===== src/rtl/issue_scoreboard_pkg.sv =====
// Shared micro-architecture types for the decode-to-issue scoreboard slice.
// Holds the uop encoding, immediate type and pass-through issue controls.
package issue_scoreboard_pkg;

  localparam int unsigned p_num_arch_regs = 32;

  typedef enum logic [2:0] {
    ImmI,
    ImmS,
    ImmB,
    ImmU,
    ImmJ,
    ImmNone
  } rv_imm_type;

  typedef enum logic [3:0] {
    UopNop,
    UopAdd,
    UopAddi,
    UopSub,
    UopLw,
    UopSw,
    UopBeq,
    UopJal,
    UopJalr,
    UopLui
  } rv_uop;

  typedef struct packed {
    rv_imm_type  imm_sel;
    logic [1:0]  op2_sel;
    logic [1:0]  jal;
    logic [1:0]  op3_sel;
  } rv_issue_ctrl;

  localparam rv_issue_ctrl IssueCtrlRst = '{
    imm_sel: ImmNone,
    op2_sel: 2'b00,
    jal:     2'b00,
    op3_sel: 2'b00
  };

endpackage


===== src/rtl/issue_scoreboard_sb_counter_array.sv =====
// Per-architectural-register saturating pending-write counters (x0 never tracked).
// ISSUE_SB_CMP_BYPASS_EN: busy/sat flags see the same-cycle writeback decrement.
module issue_scoreboard_sb_counter_array
  import issue_scoreboard_pkg::*;
#(
  parameter int unsigned p_cnt_bits = 2
) (
  input  logic                       clk,
  input  logic                       rst_n,
  input  logic                       inc,
  input  logic [4:0]                 inc_addr,
  input  logic                       dec,
  input  logic [4:0]                 dec_addr,
  output logic [p_num_arch_regs-1:0] busy,
  output logic [p_num_arch_regs-1:0] sat,
  output logic                       all_zero
);

  localparam logic [p_cnt_bits-1:0] CntMax = '1;
  localparam logic [p_cnt_bits-1:0] CntOne = p_cnt_bits'(1);

  logic [p_cnt_bits-1:0]      cnt_q [p_num_arch_regs];
  logic [p_cnt_bits-1:0]      cnt_d [p_num_arch_regs];
  logic [p_num_arch_regs-1:0] inc_hit;
  logic [p_num_arch_regs-1:0] dec_hit;

  always_comb begin
    inc_hit = '0;
    dec_hit = '0;
    for (int unsigned r = 1; r < p_num_arch_regs; r++) begin
      inc_hit[r] = inc && (inc_addr == 5'(r));
      dec_hit[r] = dec && (dec_addr == 5'(r));
    end
  end

  // Simultaneous inc and dec on one register cancel out.
  always_comb begin
    for (int unsigned r = 0; r < p_num_arch_regs; r++) begin
      cnt_d[r] = cnt_q[r];
      if (r == 0) begin
        cnt_d[r] = '0;
      end else if (inc_hit[r] && !dec_hit[r]) begin
        if (cnt_q[r] != CntMax) cnt_d[r] = cnt_q[r] + CntOne;
      end else if (dec_hit[r] && !inc_hit[r]) begin
        if (cnt_q[r] != '0) cnt_d[r] = cnt_q[r] - CntOne;
      end
    end
  end

  always_ff @(posedge clk or negedge rst_n) begin
    if (!rst_n) begin
      for (int unsigned r = 0; r < p_num_arch_regs; r++) cnt_q[r] <= '0;
    end else begin
      for (int unsigned r = 0; r < p_num_arch_regs; r++) cnt_q[r] <= cnt_d[r];
    end
  end

  always_comb begin
    busy = '0;
    sat  = '0;
    for (int unsigned r = 1; r < p_num_arch_regs; r++) begin
`ifdef ISSUE_SB_CMP_BYPASS_EN
      busy[r] = (cnt_q[r] != '0) && !(dec_hit[r] && (cnt_q[r] == CntOne));
      sat[r]  = (cnt_q[r] == CntMax) && !dec_hit[r];
`else
      busy[r] = cnt_q[r] != '0;
      sat[r]  = cnt_q[r] == CntMax;
`endif
    end
  end

  always_comb begin
    all_zero = 1'b1;
    for (int unsigned r = 0; r < p_num_arch_regs; r++) begin
      if (cnt_q[r] != '0) all_zero = 1'b0;
    end
  end

`ifndef SYNTHESIS
  // A writeback with nothing pending points at a broken producer upstream.
  always_ff @(posedge clk) begin
    if (rst_n && dec && (dec_addr != 5'd0) && !inc_hit[dec_addr]) begin
      assert (cnt_q[dec_addr] != '0)
        else $error("writeback to x%0d with no pending write", dec_addr);
    end
  end
`endif

endmodule


===== src/rtl/issue_scoreboard.sv =====
// Decode-to-issue stage: one-entry uop holding register plus RAW/WAW scoreboard.
// Define ISSUE_SB_CMP_BYPASS_EN to let a same-cycle writeback clear a hazard.
module issue_scoreboard
  import issue_scoreboard_pkg::*;
#(
  parameter int unsigned p_cnt_bits = 2
) (
  input  logic         clk,
  input  logic         rst_n,
  input  logic         dec_val,
  output logic         dec_rdy,
  input  rv_uop        dec_uop,
  input  logic [4:0]   dec_raddr0,
  input  logic [4:0]   dec_raddr1,
  input  logic [4:0]   dec_waddr,
  input  logic         dec_wen,
  input  rv_issue_ctrl dec_ctrl,
  output logic         iss_val,
  input  logic         iss_rdy,
  output rv_uop        iss_uop,
  output logic [4:0]   iss_raddr0,
  output logic [4:0]   iss_raddr1,
  output logic [4:0]   iss_waddr,
  output logic         iss_wen,
  output rv_issue_ctrl iss_ctrl,
  input  logic         cmp_val,
  input  logic [4:0]   cmp_waddr,
  input  logic         squash,
  output logic         sb_empty
);

  logic         val_q, val_d;
  rv_uop        uop_q;
  logic [4:0]   raddr0_q, raddr1_q, waddr_q;
  logic         wen_q;
  rv_issue_ctrl ctrl_q;

  logic [p_num_arch_regs-1:0] busy;
  logic [p_num_arch_regs-1:0] sat;
  logic hazard, fire, accept, sb_inc, sb_dec;

  issue_scoreboard_sb_counter_array #(
    .p_cnt_bits (p_cnt_bits)
  ) u_sb (
    .clk      (clk),
    .rst_n    (rst_n),
    .inc      (sb_inc),
    .inc_addr (waddr_q),
    .dec      (sb_dec),
    .dec_addr (cmp_waddr),
    .busy     (busy),
    .sat      (sat),
    .all_zero (sb_empty)
  );

  // WAW is tolerated until the destination counter saturates.
  always_comb begin
    hazard = 1'b0;
    if ((raddr0_q != 5'd0) && busy[raddr0_q]) hazard = 1'b1;
    if ((raddr1_q != 5'd0) && busy[raddr1_q]) hazard = 1'b1;
    if (wen_q && (waddr_q != 5'd0) && sat[waddr_q]) hazard = 1'b1;
  end

  always_comb begin
    iss_val = val_q && !hazard && !squash;
    fire    = iss_val && iss_rdy;
    dec_rdy = !squash && (!val_q || fire);
    accept  = dec_val && dec_rdy;
    sb_inc  = fire && wen_q && (waddr_q != 5'd0);
    sb_dec  = cmp_val && (cmp_waddr != 5'd0);
  end

  always_comb begin
    val_d = val_q;
    if (squash)      val_d = 1'b0;
    else if (accept) val_d = 1'b1;
    else if (fire)   val_d = 1'b0;
  end

  always_ff @(posedge clk or negedge rst_n) begin
    if (!rst_n) begin
      val_q    <= 1'b0;
      uop_q    <= UopNop;
      raddr0_q <= 5'd0;
      raddr1_q <= 5'd0;
      waddr_q  <= 5'd0;
      wen_q    <= 1'b0;
      ctrl_q   <= IssueCtrlRst;
    end else begin
      val_q <= val_d;
      if (accept) begin
        uop_q    <= dec_uop;
        raddr0_q <= dec_raddr0;
        raddr1_q <= dec_raddr1;
        waddr_q  <= dec_waddr;
        wen_q    <= dec_wen;
        ctrl_q   <= dec_ctrl;
      end
    end
  end

  assign iss_uop    = uop_q;
  assign iss_raddr0 = raddr0_q;
  assign iss_raddr1 = raddr1_q;
  assign iss_waddr  = waddr_q;
  assign iss_wen    = wen_q;
  assign iss_ctrl   = ctrl_q;

endmodule

===== config.mk =====
export PLATFORM = sky130hd
export DESIGN_NAME = issue_scoreboard
export DESIGN_NICKNAME = d
export VERILOG_FILES = /design/src/rtl/issue_scoreboard_pkg.sv /design/src/rtl/issue_scoreboard_sb_counter_array.sv /design/src/rtl/issue_scoreboard.sv
export SDC_FILE = /design/constraint.sdc
export NUM_CORES = 1
export LEC_CHECK = 0
export ABC_AREA = 1
export CAP_MARGIN = 40
export CORE_MARGIN = 4
export CORE_UTILIZATION = 40
export CTS_CLUSTER_DIAMETER = 120
export DETAILED_ROUTE_END_ITERATION = 12
export GPL_TIMING_DRIVEN = 0
export SYNTH_ARGS = -nofsm -noshare
export SYNTH_HDL_FRONTEND = slang
export SYNTH_SLANG_ARGS = --single-unit

===== constraint.sdc =====
create_clock -name clk -period 3.25 [get_ports clk]
set_input_delay 0.975 -clock clk [delete_from_list [all_inputs] [get_ports clk]]
set_output_delay 0.975 -clock clk [all_outputs]
set_load 0.02 [all_outputs]

==> impl_results.md <==
* Period minus WS final at 3.342 ns
* Post-synth top cells: nand2_1 (375), nand3_1 (150), inv_1 (131)
* Layout Nets at 1190
* Critical Path End Type: output pin
* Internal power at 2324 uW
* Fillers at 1596
* Placed Cells at 1329
* Flops & latches, synth at 92
* Root Driver: clkbuf_16
* Post-route DRC at 0
* Placer Congestion at 0.9571
* WP depth at 14
* Via density at 5.108
* Ys async rst share at 100.0%
* Slew HR at 58.47%
* CTS tree: built
* Launching point of the worst reg2reg path: iss_waddr[0]
* Clock Skews at 0.006872 ns
* Worst Setup Slack, final at -0.09180 ns
* Layout cells sized above 1 at 10.30%
* 1st-iter DRT viols at 650
* IO buf count at 71
* Vias at 6978
* Largest family of logic cells by synthesized area: simple AND/OR/NAND/NOR gates
* Startpoint type of the worst setup path: register
* Post-Synth Simple-Gate Area at 48.26%
* I/O pin cnt at 72
* Antenna-violating nets left at 0
* Worst Setup SP: u_sb.cnt_q[38]
* Reg2reg path depth at 19
* Xor/xnor share of the synthesized area at 0%
* Synthesis-to-finish area growth at 26.64%
* Synth unique cells at 27
* Row count at 45
* Final setup violation count at 2
* Post-Route WL at 21.59 mm
* Cts bufs inserted at 9
* Yosys top cell by area: dfrtp_1
* Required @ worst endpoint at 2.27 ns
* First-pass GRT wire length at 34.78 mm
* Avg WL per Cell at 15.81 um
* Power, Total at 3819 uW
* Outcome: finished, violations left
* Worst path slowest cell: dfrtp_1
* Unrepaired setup endpoints after global routing: true
* Post-synth EDFFs at 0
* Primary FF master, synth: dfrtp_1
* Clock slew seen by the registers of the worst setup and hold paths at 0.07 ns
* Max VDD drop at 0.2684 mV
* Die Y at 134.4 um
* GRT Resource Usage Total at 24.58%
* Leak pwr at 0.003881 uW
* Synth Area in Adders at 0%
* Register area share after synthesis at 36.06%
* Sink Count at 92
* Slew Limit Fails at 0
* Syn Area/Cell at 6.110 um2
* CP arrival at 2.37 ns
* CP endpoint: dec_rdy
* Crit path kind: reg2out
* Fmax at 299.2 MHz
* Fin Hold WS at 0.4638 ns
* Max incr delay on CP at 0.42 ns
* H-tree depth reported by CTS at 3
* Max Buffers Root-to-Sink at 2
* Maxcap violations at 0
* Count of hold-fix buffers inserted at cts at 0
* Period Utilization, post-route at 102.8%
* Switching share of total power at 39.15%
* Worst-margin pin slew at 0.6229 ns
* Maximum fanout along the worst path at 4
* Reg2reg setup slack at 0.48 ns
* Worst path cell trace: nor2_2 -> inv_1 -> o21ai_0 -> nor2_1 -> nand2_1 -> nand3_1 -> nand2_1 -> nand2_1 -> nor2_2 -> nand3_4 -> nor2_4 -> inv_2 -> a21oi_4 -> buf_6
* Sequential Power Share at 36.1%
* Total gr overflow at 0
* Synth Area in Compound Gates at 5.619%
* Initial antenna violation count at 0
* # diodes at 0
* Post-Synthesis Cells at 1046
* PwrDens at 471.8 nW/um2
* Cell with the most instances after synthesis: nand2_1
* Fin. Hold Viols at 0
* Vias in the first global route at 6525
* Mapped cell area at 6391 um2
* Cell mode on critical path: nand2_1
* Combinational Power Share at 36.7%
* Failing checks: setup timing
* Post-detail-place hpwl at 16.61 mm
* Syn Nets at 1086
* DR pass1 iterations at 7
* Mux share of post-synthesis cell area at 0%
* Clock power share at 27.2%
* Clk Latency, worst-skew pair at 0.35 ns
* Hold path depth at 2
* Initial Util at 41.43%
* Die Area at 18060 um2
* Worst reg2reg endpoint: iss_uop[3]
* HP Class: reg2reg
* CP top delay family: simple AND/OR/NAND/NOR gates
* Die width at 134.4 um
* Area contributors post-synth: dfrtp_1 (35%), nand2_1 (22%), nand3_1 (12%)
* Synth warn at 0
* Post-synth top area share at 35.24%
* Core Region at 15430 um2
* CP bufs+invs at 3
* Switch Pwr at 1495 uW
* Non-Filler Instances at 1366
* Largest net degree at the start of global routing at 49
[cell type report]
class	instances	area, um2	area share (%)
Multi-Input combinational cell	792	3659	45.20
Clock buffer	10	239.0	2.953
Clock inverter	6	45.04	0.5565
Inverter	137	529.3	6.539
Timing Repair Buffer	93	913.4	11.28
Sequential cell	92	2308	28.52
Tap cell	211	264.0	3.262
Buffer	25	136.4	1.685
[kinds of logic (layout without fill, tap and decap cells)]
| group | after synthesis | count (layout) |
|---|---|---|
| AND/OR/NAND/NOR | 723 | 724 |
| buffers and inverters | 163 | 271 |
| flip-flops | 92 | 92 |
| AO/OA/AOI/OAI | 68 | 68 |
[through the flow]
stage	util, %	worst slack, ns	area (um2)	TNS [ns]
2_1_floorplan	-	0.2726	6391	0
3_3_place_gp	47.75	-2.497	7366	-228.29
3_5_place_dp	47.91	-0.8765	7391	-1.533
6_report	52.47	-0.09180	8094	-0.1158
4_1_cts	51.86	-0.1871	8000	-0.1944
5_1_grt	52.47	-0.2482	8094	-0.3601
[sequential cells by signal, summed over array words and instances (netlist names)]
signal and flops:
iss_raddr0 5, u_sb.cnt_q 62, iss_ctrl 9, iss_waddr 5, iss_uop 4, iss_wen 1
val_q 1, iss_raddr1 5
[cells in the final DEF (no fill, tap or decap), drive strengths merged]
cell / instances
a21oi: 20
buf: 36
clkbuf: 24
clkdlybuf4s15: 1
clkdlybuf4s50: 67
clkinv: 5
clkinvlp: 1
dfrtp: 90
dfstp: 2
inv: 137
nand2: 376
nand3: 150
nand3b: 6
nand4: 16
nor2: 133
nor3: 15
nor3b: 1
nor4: 6
o211ai: 3
o21ai: 45
or2: 21
[worst reg2reg max path, delay by kind of cell (launching register included)]
kind	cells	cell delay, ns
flops	1	0.40
simple gates	11	1.02
compound gates	2	0.24
buf+inv	6	1.05
[how the worst min path moves through the flow]
| stage | from | endpoint | slack, ns |
|---|---|---|---|
| finish | iss_ctrl[6] | iss_ctrl[6] | 0.46 |
| global route | iss_ctrl[6] | iss_ctrl[6] | 0.48 |
| CTS | iss_ctrl[6] | iss_ctrl[6] | 0.47 |
| detailed placement | iss_ctrl[6] | iss_ctrl[6] | 0.46 |
| global placement | iss_ctrl[6] | iss_ctrl[6] | 0.45 |
| floorplan | u_sb.cnt_q[11] | u_sb.cnt_q[11] | 0.46 |
[timing repair]
item                                    4_1_cts  5_1_grt
cloned                                        1        0
gates resized for setup                      65       25
endpoints found under the setup margin        3        3
buffers inserted                             19        2
pin swaps                                    15       13
[power by group through the flow]
stage          combinational, uW  sequential (uW)  clock (uW)
2_1_floorplan                652             1440           0
3_3_place_gp                1200             1390           0
3_5_place_dp                1200             1390           0
4_1_cts                     1340             1370        1060
5_1_grt                     1530             1400        1100
6_report                    1400             1380        1040
[per-layer routing]
metal	track usage (%)	wire length, um	vias up
li1	-	-	3508
met1	33.24	9673	3164
met2	38.49	9492	262
met3	5.476	1615	44
met4	9.389	810	0
met5	0	0	-
(Power assumes the default switching activity.)
==> RTL edit, RTL diff (same settings) <==
`p_cnt_bits` is set to 2 in 2 places; all go to 4.
--- a/src/rtl/issue_scoreboard_sb_counter_array.sv
+++ b/src/rtl/issue_scoreboard_sb_counter_array.sv
@@ -4,5 +4,5 @@
   import issue_scoreboard_pkg::*;
 #(
-  parameter int unsigned p_cnt_bits = 2
+  parameter int unsigned p_cnt_bits = 4
 ) (
   input  logic                       clk,
--- a/src/rtl/issue_scoreboard.sv
+++ b/src/rtl/issue_scoreboard.sv
@@ -4,5 +4,5 @@
   import issue_scoreboard_pkg::*;
 #(
-  parameter int unsigned p_cnt_bits = 2
+  parameter int unsigned p_cnt_bits = 4
 ) (
   input  logic         clk,
Function: no difference found for any inputs over 4 cycles, from zero or initial values and one cycle with rst_n low; that may be too few to reach the edited logic, so the function may still have changed.
==> RTL edit against the original RTL <==
- the flow still finishes with violations (setup timing)
- sequential cell count is 62 higher
- synthesized cell count is 62% higher
- synthesized area increased by 87%
- setup slack got worse by 0.28 ns
- total power grew to 3.2 times the old value
- wire length rose by 89%
- critical path depth rose by 1
- cell area rose by 110%
==> RTL edit: results (changes against the original RTL) <==
metric;value;unit;change
r2r_slack;-0.34;ns;was 0.48 ns
status;finished with violations;;unchanged
n_all_inverters;180;;was 137
hold_class;in2async;;was reg2reg
clock_skew;0.0188;ns;was 0.00687 ns
layout.cells.non_filler;2342;;was 1366
grt_use_met1;30.8;%;was 33.2%
finalWorstSetupSlack;-0.373;ns;was -0.0918 ns
met2_length;19.6;mm;was 9.49 mm
violations;setup timing;;unchanged
setup_violations;74;;was 2
r2r-end;u_sb.cnt_q[123];;was iss_uop[3]
grt_pass1_wl;61.9;mm;was 34.8 mm
grtUsageMet2;38.5;%;about the same
post_cts.repair.setup_buffers;80;;was 19
use_met3;4.50;%;was 5.48%
wl_met1;17.4;mm;was 9.67 mm
slew_headroom;47.3;%;was 58.5%
syn_nets;1829;;was 1086
ctsResizeCount;231;;was 65
nClkBuffers;17;;was 10
synthTopCellsByCount;nand2_1, nor2_1, inv_1;;was nand2_1, nand3_1, inv_1
gp_congestion;0.975;;was 0.957
route.vias.total;12400;;was 6978
r2r_start;iss_raddr1[0];;was iss_waddr[0]
cp_max_fo;5;;was 4
grt.total_usage;23.4;%;was 24.6%
htree_levels;4;;was 3
p_sw;5.64;mW;was 1.50 mW
yosysSeqAreaShare;32.3;%;was 36.1%
synth_area_leaders;dfrtp_1, nand2_1, nor2_1;;was dfrtp_1, nand2_1, nand3_1
setup_tns;-12.85;ns;was -0.116 ns
cp.arrival;2.65;ns;was 2.37 ns
clock_latency;0.45;ns;was 0.35 ns
==> RTL edit: changes by cell type after synthesis, sizes merged, moves of 37 or more <==
| cell | delta |
|---|---|
| nand4 | +42 |
| dfrtp | +62 |
| xnor2 | +37 |
| nor2 | +87 |
| inv | +45 |
| ha | +62 |
| nand2 | +238 |
==> RTL edit: stage by stage <==
| stage | worst slack, ns | total power [mW] | hold slack, ns | area [sq um] | util (%) |
|---|---|---|---|---|---|
| after floorplan | 0.0952 | 6.64 | 0.462 | 11900 | - |
| after global placement | -5.83 | 7.88 | 0.453 | 13100 | 45.1 |
| after detailed placement | -1.13 | 8.03 | 0.455 | 13200 | 45.3 |
| after CTS | -0.295 | 10.9 | 0.437 | 15500 | 53.4 |
| after global routing | -0.542 | 13.1 | 0.455 | 17100 | 58.7 |
| final | -0.373 | 12.2 | 0.428 | 17100 | 58.7 |
